## src/rtl/fifo_wr_arbiter.sv

```systemverilog
// fifo_wr_arbiter: round-robin arbiter that shares the write port of the
// asynchronous FIFO among NUM_REQ requesters, in the FIFO write clock domain.
// Each grant covers a burst of up to MAX_BURST beats. Every beat is gated on
// fifo_full, so a word is only accepted when the FIFO can take it on the
// same edge.
module fifo_wr_arbiter #(
  parameter int NUM_REQ    = 4,
  parameter int DATA_WIDTH = 8,
  parameter int MAX_BURST  = 4,
  parameter int CNT_WIDTH  = 16
) (
  input  logic                            clka,
  input  logic                            rsta,
  input  logic [NUM_REQ-1:0]              req_valid,
  input  logic [NUM_REQ*DATA_WIDTH-1:0]   req_data,
  output logic [NUM_REQ-1:0]              req_ready,
  input  logic                            fifo_full,
  output logic                            fifo_wr_en,
  output logic [DATA_WIDTH-1:0]           fifo_data_in,
  output logic [$clog2(NUM_REQ)-1:0]      grant_id,
  output logic                            busy,
  output logic [CNT_WIDTH-1:0]            xfer_count
);

  localparam int ID_W   = $clog2(NUM_REQ);
  localparam int BEAT_W = (MAX_BURST > 1) ? $clog2(MAX_BURST) : 1;

  localparam logic [0:0]        ST_IDLE   = 1'b0;
  localparam logic [0:0]        ST_GRANT  = 1'b1;
  localparam logic [ID_W-1:0]   LAST_ID   = ID_W'(NUM_REQ - 1);
  localparam logic [ID_W-1:0]   ID_ZERO   = ID_W'(0);
  localparam logic [BEAT_W-1:0] LAST_BEAT = BEAT_W'(MAX_BURST - 1);
  localparam logic [BEAT_W-1:0] BEAT_ZERO = BEAT_W'(0);
  localparam logic [BEAT_W-1:0] BEAT_ONE  = BEAT_W'(1);
  localparam logic [CNT_WIDTH-1:0] CNT_ZERO = CNT_WIDTH'(0);
  localparam logic [CNT_WIDTH-1:0] CNT_ONE  = CNT_WIDTH'(1);

  logic [0:0]           state_r;
  logic [ID_W-1:0]      grant_id_r;
  logic [ID_W-1:0]      last_grant_r;
  logic [BEAT_W-1:0]    beat_cnt_r;
  logic [CNT_WIDTH-1:0] xfer_count_r;

  logic [ID_W-1:0]       base_s;
  logic                  pick_found_s;
  logic [ID_W-1:0]       pick_id_s;
  logic                  in_grant_s;
  logic                  grant_valid_s;
  logic [DATA_WIDTH-1:0] grant_data_s;
  logic                  xfer_s;
  logic                  final_beat_s;
  logic                  release_s;

  // Round-robin search starting just after 'base'; 'base' itself is checked
  // last. Returns {found, index}.
  function automatic logic [ID_W:0] rr_pick(input logic [NUM_REQ-1:0] valid,
                                            input logic [ID_W-1:0]    base);
    logic            found;
    logic [ID_W-1:0] win;
    logic [ID_W-1:0] idx;
    int              pos;
    found = 1'b0;
    win   = ID_ZERO;
    for (int k = 1; k <= NUM_REQ; k++) begin
      pos = (int'(base) + k) % NUM_REQ;
      idx = ID_W'(pos);
      if (!found && valid[idx]) begin
        found = 1'b1;
        win   = idx;
      end else begin
        win   = win;
      end
    end
    return {found, win};
  endfunction

  // Arbitration and handshake terms: in IDLE the search starts after the last
  // grant; in GRANT it starts after the current holder so it re-picks last.
  always_comb begin
    in_grant_s    = (state_r == ST_GRANT);
    if (in_grant_s) begin
      base_s = grant_id_r;
    end else begin
      base_s = last_grant_r;
    end
    {pick_found_s, pick_id_s} = rr_pick(req_valid, base_s);
    grant_valid_s = req_valid[grant_id_r];
    grant_data_s  = req_data[grant_id_r*DATA_WIDTH +: DATA_WIDTH];
    xfer_s        = in_grant_s && grant_valid_s && !fifo_full;
    final_beat_s  = xfer_s && (beat_cnt_r == LAST_BEAT);
    release_s     = in_grant_s && (final_beat_s || !grant_valid_s);
  end

  // Zero-latency write path: the granted requester drives the FIFO directly.
  always_comb begin
    req_ready    = {NUM_REQ{1'b0}};
    fifo_wr_en   = 1'b0;
    fifo_data_in = {DATA_WIDTH{1'b0}};
    if (in_grant_s) begin
      req_ready[grant_id_r] = !fifo_full;
      fifo_wr_en            = xfer_s;
      fifo_data_in          = grant_data_s;
    end else begin
      req_ready    = {NUM_REQ{1'b0}};
      fifo_wr_en   = 1'b0;
      fifo_data_in = {DATA_WIDTH{1'b0}};
    end
  end

  // Grant FSM: IDLE arbitrates in one cycle; GRANT hands over on release
  // without a bubble when another (or the same) requester is waiting.
  always_ff @(posedge clka or posedge rsta) begin
    if (rsta) begin
      state_r      <= ST_IDLE;
      grant_id_r   <= ID_ZERO;
      last_grant_r <= LAST_ID;
      beat_cnt_r   <= BEAT_ZERO;
    end else begin
      case (state_r)
        ST_IDLE: begin
          if (pick_found_s) begin
            state_r    <= ST_GRANT;
            grant_id_r <= pick_id_s;
            beat_cnt_r <= BEAT_ZERO;
          end
        end
        ST_GRANT: begin
          if (release_s) begin
            last_grant_r <= grant_id_r;
            beat_cnt_r   <= BEAT_ZERO;
            if (pick_found_s) begin
              grant_id_r <= pick_id_s;
            end else begin
              state_r <= ST_IDLE;
            end
          end else if (xfer_s) begin
            beat_cnt_r <= beat_cnt_r + BEAT_ONE;
          end
        end
        default: begin
          state_r    <= ST_IDLE;
          beat_cnt_r <= BEAT_ZERO;
        end
      endcase
    end
  end

  // Running count of accepted words; wraps naturally at its width.
  always_ff @(posedge clka or posedge rsta) begin
    if (rsta) begin
      xfer_count_r <= CNT_ZERO;
    end else if (xfer_s) begin
      xfer_count_r <= xfer_count_r + CNT_ONE;
    end
  end

  assign grant_id   = grant_id_r;
  assign busy       = in_grant_s;
  assign xfer_count = xfer_count_r;

endmodule

```

## config.mk

```make
export PLATFORM = sky130hd
export DESIGN_NAME = fifo_wr_arbiter
export DESIGN_NICKNAME = d
export VERILOG_FILES = /design/src/rtl/fifo_wr_arbiter.sv
export SDC_FILE = /design/constraint.sdc
export NUM_CORES = 1
export LEC_CHECK = 0
export CORE_MARGIN = 10
export CORE_UTILIZATION = 40
export DETAILED_ROUTE_END_ITERATION = 16
export PLACE_DENSITY_LB_ADDON = 0.3
export SETUP_SLACK_MARGIN = 0.1
export SLEW_MARGIN = 10
export SYNTH_ARGS = -nofsm -noshare
export SYNTH_HDL_FRONTEND = slang
export SYNTH_SLANG_ARGS = --single-unit
export TNS_END_PERCENT = 5
```

## constraint.sdc

```tcl
create_clock -name clka -period 2.2 [get_ports clka]
set_input_delay 0.44 -clock clka [delete_from_list [all_inputs] [get_ports clka]]
set_output_delay 0.44 -clock clka [all_outputs]
set_load 0.02 [all_outputs]
```

# Word-level counts from Yosys, hierarchy flattened
# Cells that the tools add are included.
[classes] shifts=1 reduce_logical=16 n_bitwise=2 n_lt_le_gt_ge=6 n_eq_ne=4 addsub=6 n_mux=34
[op_table] op="$shiftx 32x6->8" count=1
[op_table] op="$mux 2" count=10
[op_table] op="$add 16x1->16 const B" count=1
[op_table] op="$lt 2x3->1 const B" count=5
[op_table] op="$mux 1" count=13
[op_table] op="$bmux 1 s2" count=5
[op_table] op="$logic_and 1x1->1" count=8
[op_table] op="$mux 8" count=1
[op_table] op="$pmux 2 s2" count=2
[op_table] op="$add 2x1->2 const B" count=3
[op_table] op="$logic_not 1->1" count=5
[op_table] op="$add 2x2->2 const B" count=2
[op_table] op="$and 4x4->4" count=1
[op_table] op="$mux 4" count=1
[op_table] op="$reduce_and 2->1" count=2
[op_table] op="$ne 3x1->1 const B" count=1
[op_table] op="$demux 1 s2" count=1
[op_table] op="$eq 2x2->1 const B" count=1
[op_table] op="$ge 2x1->1 const B" count=1
[op_table] op="$ne 2x1->1 const B" count=1
[op_table] op="$ne 2x2->1 const B" count=1
[op_table] op="$pmux 1 s2" count=1
[op_table] op="$logic_or 1x1->1" count=1
[op_table] op="$not 1->1" count=1
[totals] word_cells=74 out_inout_bits=32 register_bits=23 in_bits=39

# Depth between registers and ports, before layout
# Gate-level depths: netlist of the first run.
[logic_depth] depth_word=17 mapped_depth=6 depth_no_buf=5

# Worst setup path after synthesis of the first run
# No wires, ideal clock.
[synth_timing] path_kind="register -> output" startpoint="register grant_id_r[0], in the netlist grant_id[0]" endpoint="output fifo_data_in[3]" stages_incl_launch_ff=5 arrival_time_ns=1.554 required_ns=1.760 path_buffers=2 setup_slack_ns=0.206 path_cell_list="dfrtp_1 -> buf_6 -> buf_2 -> mux4_2 -> and2_1"
[synth_via] elab_chain_cells=2
[synth_rtl] element="start, declared" line="39" source="logic [ID_W-1:0] grant_id_r;"
[synth_rtl] element="start signal, assigned" line="123" source="grant_id_r <= pick_id_s;"
[synth_rtl] element="start signal, assigned" line="132" source="grant_id_r <= pick_id_s;"
[synth_rtl] element="$shiftx 32x6->8" line="88" source="grant_data_s = req_data[grant_id_r*DATA_WIDTH +: DATA_WIDTH];"
[synth_rtl] element="$mux 8" line="99" source="if (in_grant_s) begin"
[synth_rtl] element="end, declared" line="19" source="output logic [DATA_WIDTH-1:0] fifo_data_in,"
# No other way between the ends.

# Worst setup path in the final report of the first run
[layout_timing] startpoint="register grant_id_r[0], in the netlist grant_id[0]" endpoint="output fifo_data_in[7]"
# The elaborated chain is that of the path after synthesis.

==> results.json, run 1 <==
{
  "status": "finished clean",
  "cp.arrival_ns": 1.72,
  "syn-num-nets": 175,
  "async_reset_ff_share_pct": 100,
  "io_pins": 71,
  "ys_ff_latch": 23,
  "drtPass1Iterations": 4,
  "htree_levels": 1,
  "die_y_um": 80.3,
  "worst_slew_pin_slew_ns": 0.510,
  "nets": 263,
  "drc": 0,
  "start_kind": "register",
  "peakVddDrop_uv": 660,
  "post-route-min-period_ns": 2.16,
  "yosysWarnings": 0,
  "maxSlewHeadroom_pct": 65.9,
  "drv_slew": 0,
  "setup_ws_ns": 0.0418,
  "synthTopCellsByArea": "dfrtp_1 (36%), mux4_2 (11%), xnor2_1 (5.4%)",
  "wl_mm": 4.86,
  "synth_edf_count": 0,
  "cts_tree": "yes",
  "die_width_um": 80.3,
  "timing.final.crit_share_pct": 98.1,
  "power_density_nw_per_um2": 1030,
  "placementRows": 21,
  "cp-end-kind": "primary output",
  "die-area_um2": 6450,
  "drtIter0Drc": 59,
  "rsz0062_at_grt": "yes",
  "antenna_cells": 0,
  "required_ns": 1.76,
  "antenna_found_initial": 0,
  "worst_hold_slack_ns": 0.448,
  "yosysTopAreaCell": "dfrtp_1",
  "place.gp.congestion": 0.899,
  "dp_hpwl_mm": 3.90,
  "post-place-ws_ns": -0.380,
  "vias": 1397,
  "root_buffer": "clkbuf_4",
  "wl_per_cell_um": 18.2,
  "finalSetupViolCount": 0,
  "post_drt_via_cell_ratio": 5.23,
  "ys_seq_area_share_pct": 39.8,
  "synthFlopType": "dfrtp_1",
  "grt_max_degree": 16,
  "clk_path_buf_depth": 2,
  "clkTransAtPathRegs_ns": 0.12,
  "start_util_pct": 42.6,
  "worstHoldPathType": "input port to asynchronous set/reset pin",
  "worst-setup-path-type": "register to primary output",
  "core-area_um2": 3420,
  "route.antenna.remaining_nets": 0,
  "cp_max_fo": 5,
  "grt_pass1_vias": 1540,
  "syn_area_per_cell_um2": 10.8,
  "synthToLayoutAreaGrowth_pct": 61.2,
  "max_freq_mhz": 463,
  "clk-insertion-delay-late_ns": 0.31,
  "portBuffers": 70,
  "tns_ns": 0,
  "cts_buffers": 3,
  "synthCells": 134,
  "cts_sinks": 23,
  "syn_area_um2": 1450,
  "nFillCells": 284,
  "cap_viol_max_count": 0,
  "layout-drive-gt1-share_pct": 27.1,
  "hold_viol": 0,
  "grt_util_all_layers_pct": 15.7,
  "grt_remaining_overflow": 0,
  "p_leak_nw": 1.06,
  "skew_ns": 0.00220,
  "ys_types": 34,
  "yosysTopAreaCellShare_pct": 36.1,
  "grt_first_pass_wirelength_mm": 8.07
}
[flip-flops by register name, indices dropped and copies added, names as in the netlist]
name / cells
last_grant_r: 2
grant_id: 2
xfer_count: 16
beat_cnt_r: 2
busy: 1
[cell usage after synthesis, drive strengths merged, types with 2 or more instances]
| master | number |
|---|---|
| dfrtp | 21 |
| nand2 | 10 |
| nand4 | 10 |
| and2 | 9 |
| mux4 | 9 |
| xnor2 | 9 |
| nor2 | 8 |
| and3 | 6 |
| xor2 | 6 |
| nand3 | 5 |
| inv | 4 |
| mux2 | 4 |
| buf | 3 |
| clkbuf | 3 |
| nand2b | 3 |
| nor4 | 3 |
| a211oi | 2 |
| a21oi | 2 |
| a31oi | 2 |
| dfstp | 2 |
| ha | 2 |
| mux2i | 2 |
| nor3 | 2 |
[metrics by stage]
step | cell area [um^2] | std cells | utilization (%) | power (mW)
floorplan | 1450 | 134 | - | 1.49
global placement | 2300 | 260 | 67.3 | 2.06
detailed placement | 2300 | 260 | 67.3 | 2.12
CTS | 2350 | 267 | 68.9 | 2.40
global route | 2340 | 267 | 68.6 | 2.58
finish | 2340 | 267 | 68.6 | 2.42
[power by group]
part / internal, mW / total (mW) / switching, mW
Sequential: 0.538 / 0.640 / 0.103
Clock: 0.0709 / 0.193 / 0.123
Combinational: 0.862 / 1.58 / 0.720
Total: 1.47 / 2.42 / 0.946
[cell usage in the layout (no fill, tap or decap), types with 3 or more instances in the layout]
cell type | Yosys | layout
and2_4 | 0 | 7
and3_1 | 6 | 6
buf_4 | 0 | 19
buf_6 | 1 | 9
clkbuf_2 | 0 | 3
clkbuf_4 | 0 | 3
clkdlybuf4s50_1 | 0 | 55
dfrtp_1 | 21 | 21
inv_1 | 3 | 3
mux2_2 | 4 | 4
mux4_2 | 7 | 9
nand2_1 | 9 | 9
nand2b_1 | 3 | 3
nand3_1 | 5 | 5
nand4_1 | 10 | 10
nor2_1 | 8 | 8
nor4_1 | 3 | 3
xnor2_1 | 9 | 9
xor2_1 | 6 | 6
[layout make-up]
cell class                 count  area, um^2  area share [%]
timing repair buffer          89         828            35.3
multi-input combinational    101         838            35.8
tap                           46        57.6            2.46
clock buffer                   4        26.3            1.12
inverter                       4        15.0           0.641
sequential                    23         578            24.7
[timing repair]
action | in CTS | in global routing
buffers inserted | 3 | 0
pin swaps | 5 | 0
endpoints found under the setup margin | 13 | 15
endpoints found under the hold margin | 0 | 0
hold buffers | 0 | 0
resized for setup | 66 | 12
[logic make-up after synthesis]
logic type      Yosys count  synth area share, %
compound gates           11                 5.34
xor+xnor                 15                 9.04
fa+ha+maj                 2                 1.72
buf+inv                  10                 3.27
flops                    23                 39.8
mux                      15                 18.9
simple gates             58                 21.9
[layer usage]
layer / global-route usage [%] / up-vias / part of all wire, %
met5: 0 / - / 0
met2: 28.7 / 45 / 52
li1: - / 665 / -
met1: 18.1 / 679 / 41
met3: 3.12 / 8 / 4.8
met4: 3.87 / 0 / 1.7
[critical path: stages, from the launching register on]
cell and delay (ns):
dfrtp_1 0.44, buf_6 0.16, mux4_2 0.51, and2_4 0.15, buf_4 0.15
[path summary, 6_finish.rpt]
check | start | end | slack, ns | depth (start not counted)
hold / removal | rsta | xfer_count[10]$_DFFE_PP0P_ | 0.45 | 2
max in group asynchronous | rsta | xfer_count[3]$_DFFE_PP0P_ | 1.22 | 3
setup / recovery | grant_id[0]$_DFFE_PP0P_ | fifo_data_in[7] | 0.04 | 4
setup reg to reg | busy$_DFF_PP0_ | grant_id[0]$_DFFE_PP0P_ | 0.18 | 5
min in group clka | xfer_count[15]$_DFFE_PP0P_ | xfer_count[15]$_DFFE_PP0P_ | 0.47 | 1
hold reg to reg | xfer_count[15]$_DFFE_PP0P_ | xfer_count[15]$_DFFE_PP0P_ | 0.47 | 1
No activity file was read; power rests on OpenSTA's default activity.
==> run 2, diff against run 1 <==
--- a/config.mk
+++ b/config.mk
@@ -5,6 +5,7 @@
 export SDC_FILE = /design/constraint.sdc
 export NUM_CORES = 1
 export LEC_CHECK = 0
+export CAP_MARGIN = 20
 export CORE_MARGIN = 10
 export CORE_UTILIZATION = 40
 export DETAILED_ROUTE_END_ITERATION = 16
==> constraint.sdc (replaced) <==
create_clock -name clka -period 2.2 [get_ports clka]
set_input_delay 0.44 -clock clka [delete_from_list [all_inputs] [get_ports clka]]
set_output_delay 0.44 -clock clka [all_outputs]
set_load 0.1 [all_outputs]
==> run 2 against run 1 <==
Compared with the run above: the flow now finishes with violations (setup timing); power increased by 60%; sequential cell count unchanged; clock power hardly changed; via count increased by 2.8%; critical path depth unchanged; worst hold slack worse by 0.0017 ns; clock skew is 0.00077 ns lower; critical path type unchanged; largest cell class is now non-clock buffers; largest power group unchanged.
==> results.json, run 2 (synthesis gave the netlist of run 1 again) <==
{
  "core-area_um2": 3420,
  "final_cell_mix": "clkdlybuf4s50_1 (37), buf_4 (29), dfrtp_1 (18)",
  "cts_tree": "yes",
  "hold_viol": 0,
  "clkTransAtPathRegs_ns": 0.12,
  "cp.arrival_ns": 1.77,
  "grt_first_pass_wirelength_mm": 7.98,
  "start_kind": "register",
  "r2r-start": "grant_id[0]$_DFFE_PP0P_",
  "nFillCells": 243,
  "fin_area_um2": 2520,
  "largest_reg_flops": 16,
  "route.antenna.remaining_nets": 0,
  "grt_pass1_vias": 1503,
  "vias": 1436,
  "finalSetupViolCount": 5,
  "die_y_um": 80.3,
  "post-route-min-period_ns": 2.21,
  "clk_path_buf_depth": 2,
  "hold_buffers": 0,
  "start_util_pct": 42.6,
  "clk-insertion-delay-late_ns": 0.31,
  "wl_per_cell_um": 18.2,
  "drc": 0,
  "worst_slew_pin_slew_ns": 0.449,
  "cts_sinks": 23,
  "reg2reg_to": "grant_id[0]$_DFFE_PP0P_",
  "maxSlewHeadroom_pct": 69.2,
  "antenna_found_initial": 0,
  "grt_util_all_layers_pct": 15.6,
  "dp_hpwl_mm": 3.84,
  "nets": 260,
  "worst-setup-path-type": "register to primary output",
  "required_ns": 1.76,
  "drv_slew": 0,
  "final_common_cell": "clkdlybuf4s50_1",
  "cp_max_fo": 5,
  "startpoint": "grant_id[0]$_DFFE_PP0P_",
  "max_freq_mhz": 452,
  "worst_hold_slack_ns": 0.446,
  "wl_mm": 4.80,
  "timing.final.crit_share_pct": 101,
  "layout-drive-gt1-share_pct": 38.5,
  "antenna_cells": 0,
  "status": "finished with violations",
  "drtPass1Iterations": 4,
  "grt_max_degree": 24,
  "setup_ws_ns": -0.0136,
  "place_area_um2": 2400,
  "die-area_um2": 6450,
  "grt_remaining_overflow": 0,
  "synthToLayoutAreaGrowth_pct": 73.3,
  "rsz0062_at_grt": "yes",
  "cts_buffers": 3,
  "htree_levels": 1,
  "io_pins": 71,
  "reg2reg_depth": 7,
  "power_density_nw_per_um2": 1540,
  "p_leak_nw": 1.15,
  "regToRegSetupSlack_ns": 0.22,
  "worstHoldPathType": "input port to asynchronous set/reset pin",
  "peakVddDrop_uv": 967,
  "post_drt_via_cell_ratio": 5.44,
  "root_buffer": "clkbuf_4",
  "place.gp.congestion": 0.866,
  "drtIter0Drc": 50,
  "placementRows": 21,
  "cap_viol_max_count": 0,
  "die_width_um": 80.3,
  "portBuffers": 70,
  "violations": "setup timing",
  "cp-end-kind": "primary output",
  "skew_ns": 0.00143
}
==> run 2: worst max path at each step <==
stage,slack [ns],depth (start not counted),endpoint
6_report,-0.01,4,fifo_data_in[4]
3_5_place_dp,-0.03,5,last_grant_r[0]$_DFFE_PP1P_
4_1_cts,-0.02,4,fifo_data_in[3]
5_1_grt,-0.09,4,fifo_data_in[4]
2_1_floorplan,-0.09,3,fifo_data_in[2]
3_3_place_gp,0.005,5,last_grant_r[1]$_DFFE_PP1P_
==> run 2: stage by stage <==
| stage | setup WS (ns) | TNS [ns] | power (mW) | util [%] | cells |
|---|---|---|---|---|---|
| 3_3_place_gp | 0.00469 | 0 | 3.45 | 70.2 | 252 |
| 4_1_cts | -0.0228 | -0.0609 | 3.91 | 73.7 | 264 |
| 6_report | -0.0136 | -0.0428 | 3.88 | 73.8 | 264 |
| 2_1_floorplan | -0.0913 | -0.687 | 2.63 | - | 134 |
| 3_5_place_dp | -0.0319 | -0.0534 | 3.50 | 70.2 | 252 |
| 5_1_grt | -0.0942 | -0.677 | 4.06 | 73.8 | 264 |
==> run 2: per-layer routing <==
layer	global-route usage [%]	part of all wire, %
met1	17.8	42
met2	27.9	51
met3	3.90	4.9
met4	4.40	2.5
met5	0	0
==> run 2: cell type report <==
class | count | area [um^2] | share of cell area, %
multi-input cells | 101 | 873 | 34.7
inverters | 4 | 17.5 | 0.695
repair buffers | 86 | 955 | 37.9
flip-flops and latches | 23 | 589 | 23.4
well taps | 46 | 57.6 | 2.28
clock buffers | 3 | 22.5 | 0.894
clock inverters | 1 | 5.00 | 0.199
==> run 2: where the power goes <==
part / total, mW / leakage, nW / switching, mW / internal (mW)
combinational: 2.95 / 0.842 / 1.77 / 1.18
clock: 0.196 / 0.0177 / 0.128 / 0.0681
sequential: 0.730 / 0.294 / 0.180 / 0.550
total: 3.88 / 1.15 / 2.08 / 1.80
==> run 2: what timing repair did <==
item	4_1_cts	5_1_grt
buffers inserted	8	0
pin swaps	1	1
resized for setup	10	1
setup endpoints to repair	12	13
==> run 2: worst max-delay path, cell delays in order, from the launching register on <==
cell and delay, ns:
dfrtp_4 0.50, buf_6 0.14, mux4_2 0.49, and2_4 0.18, buf_12 0.16
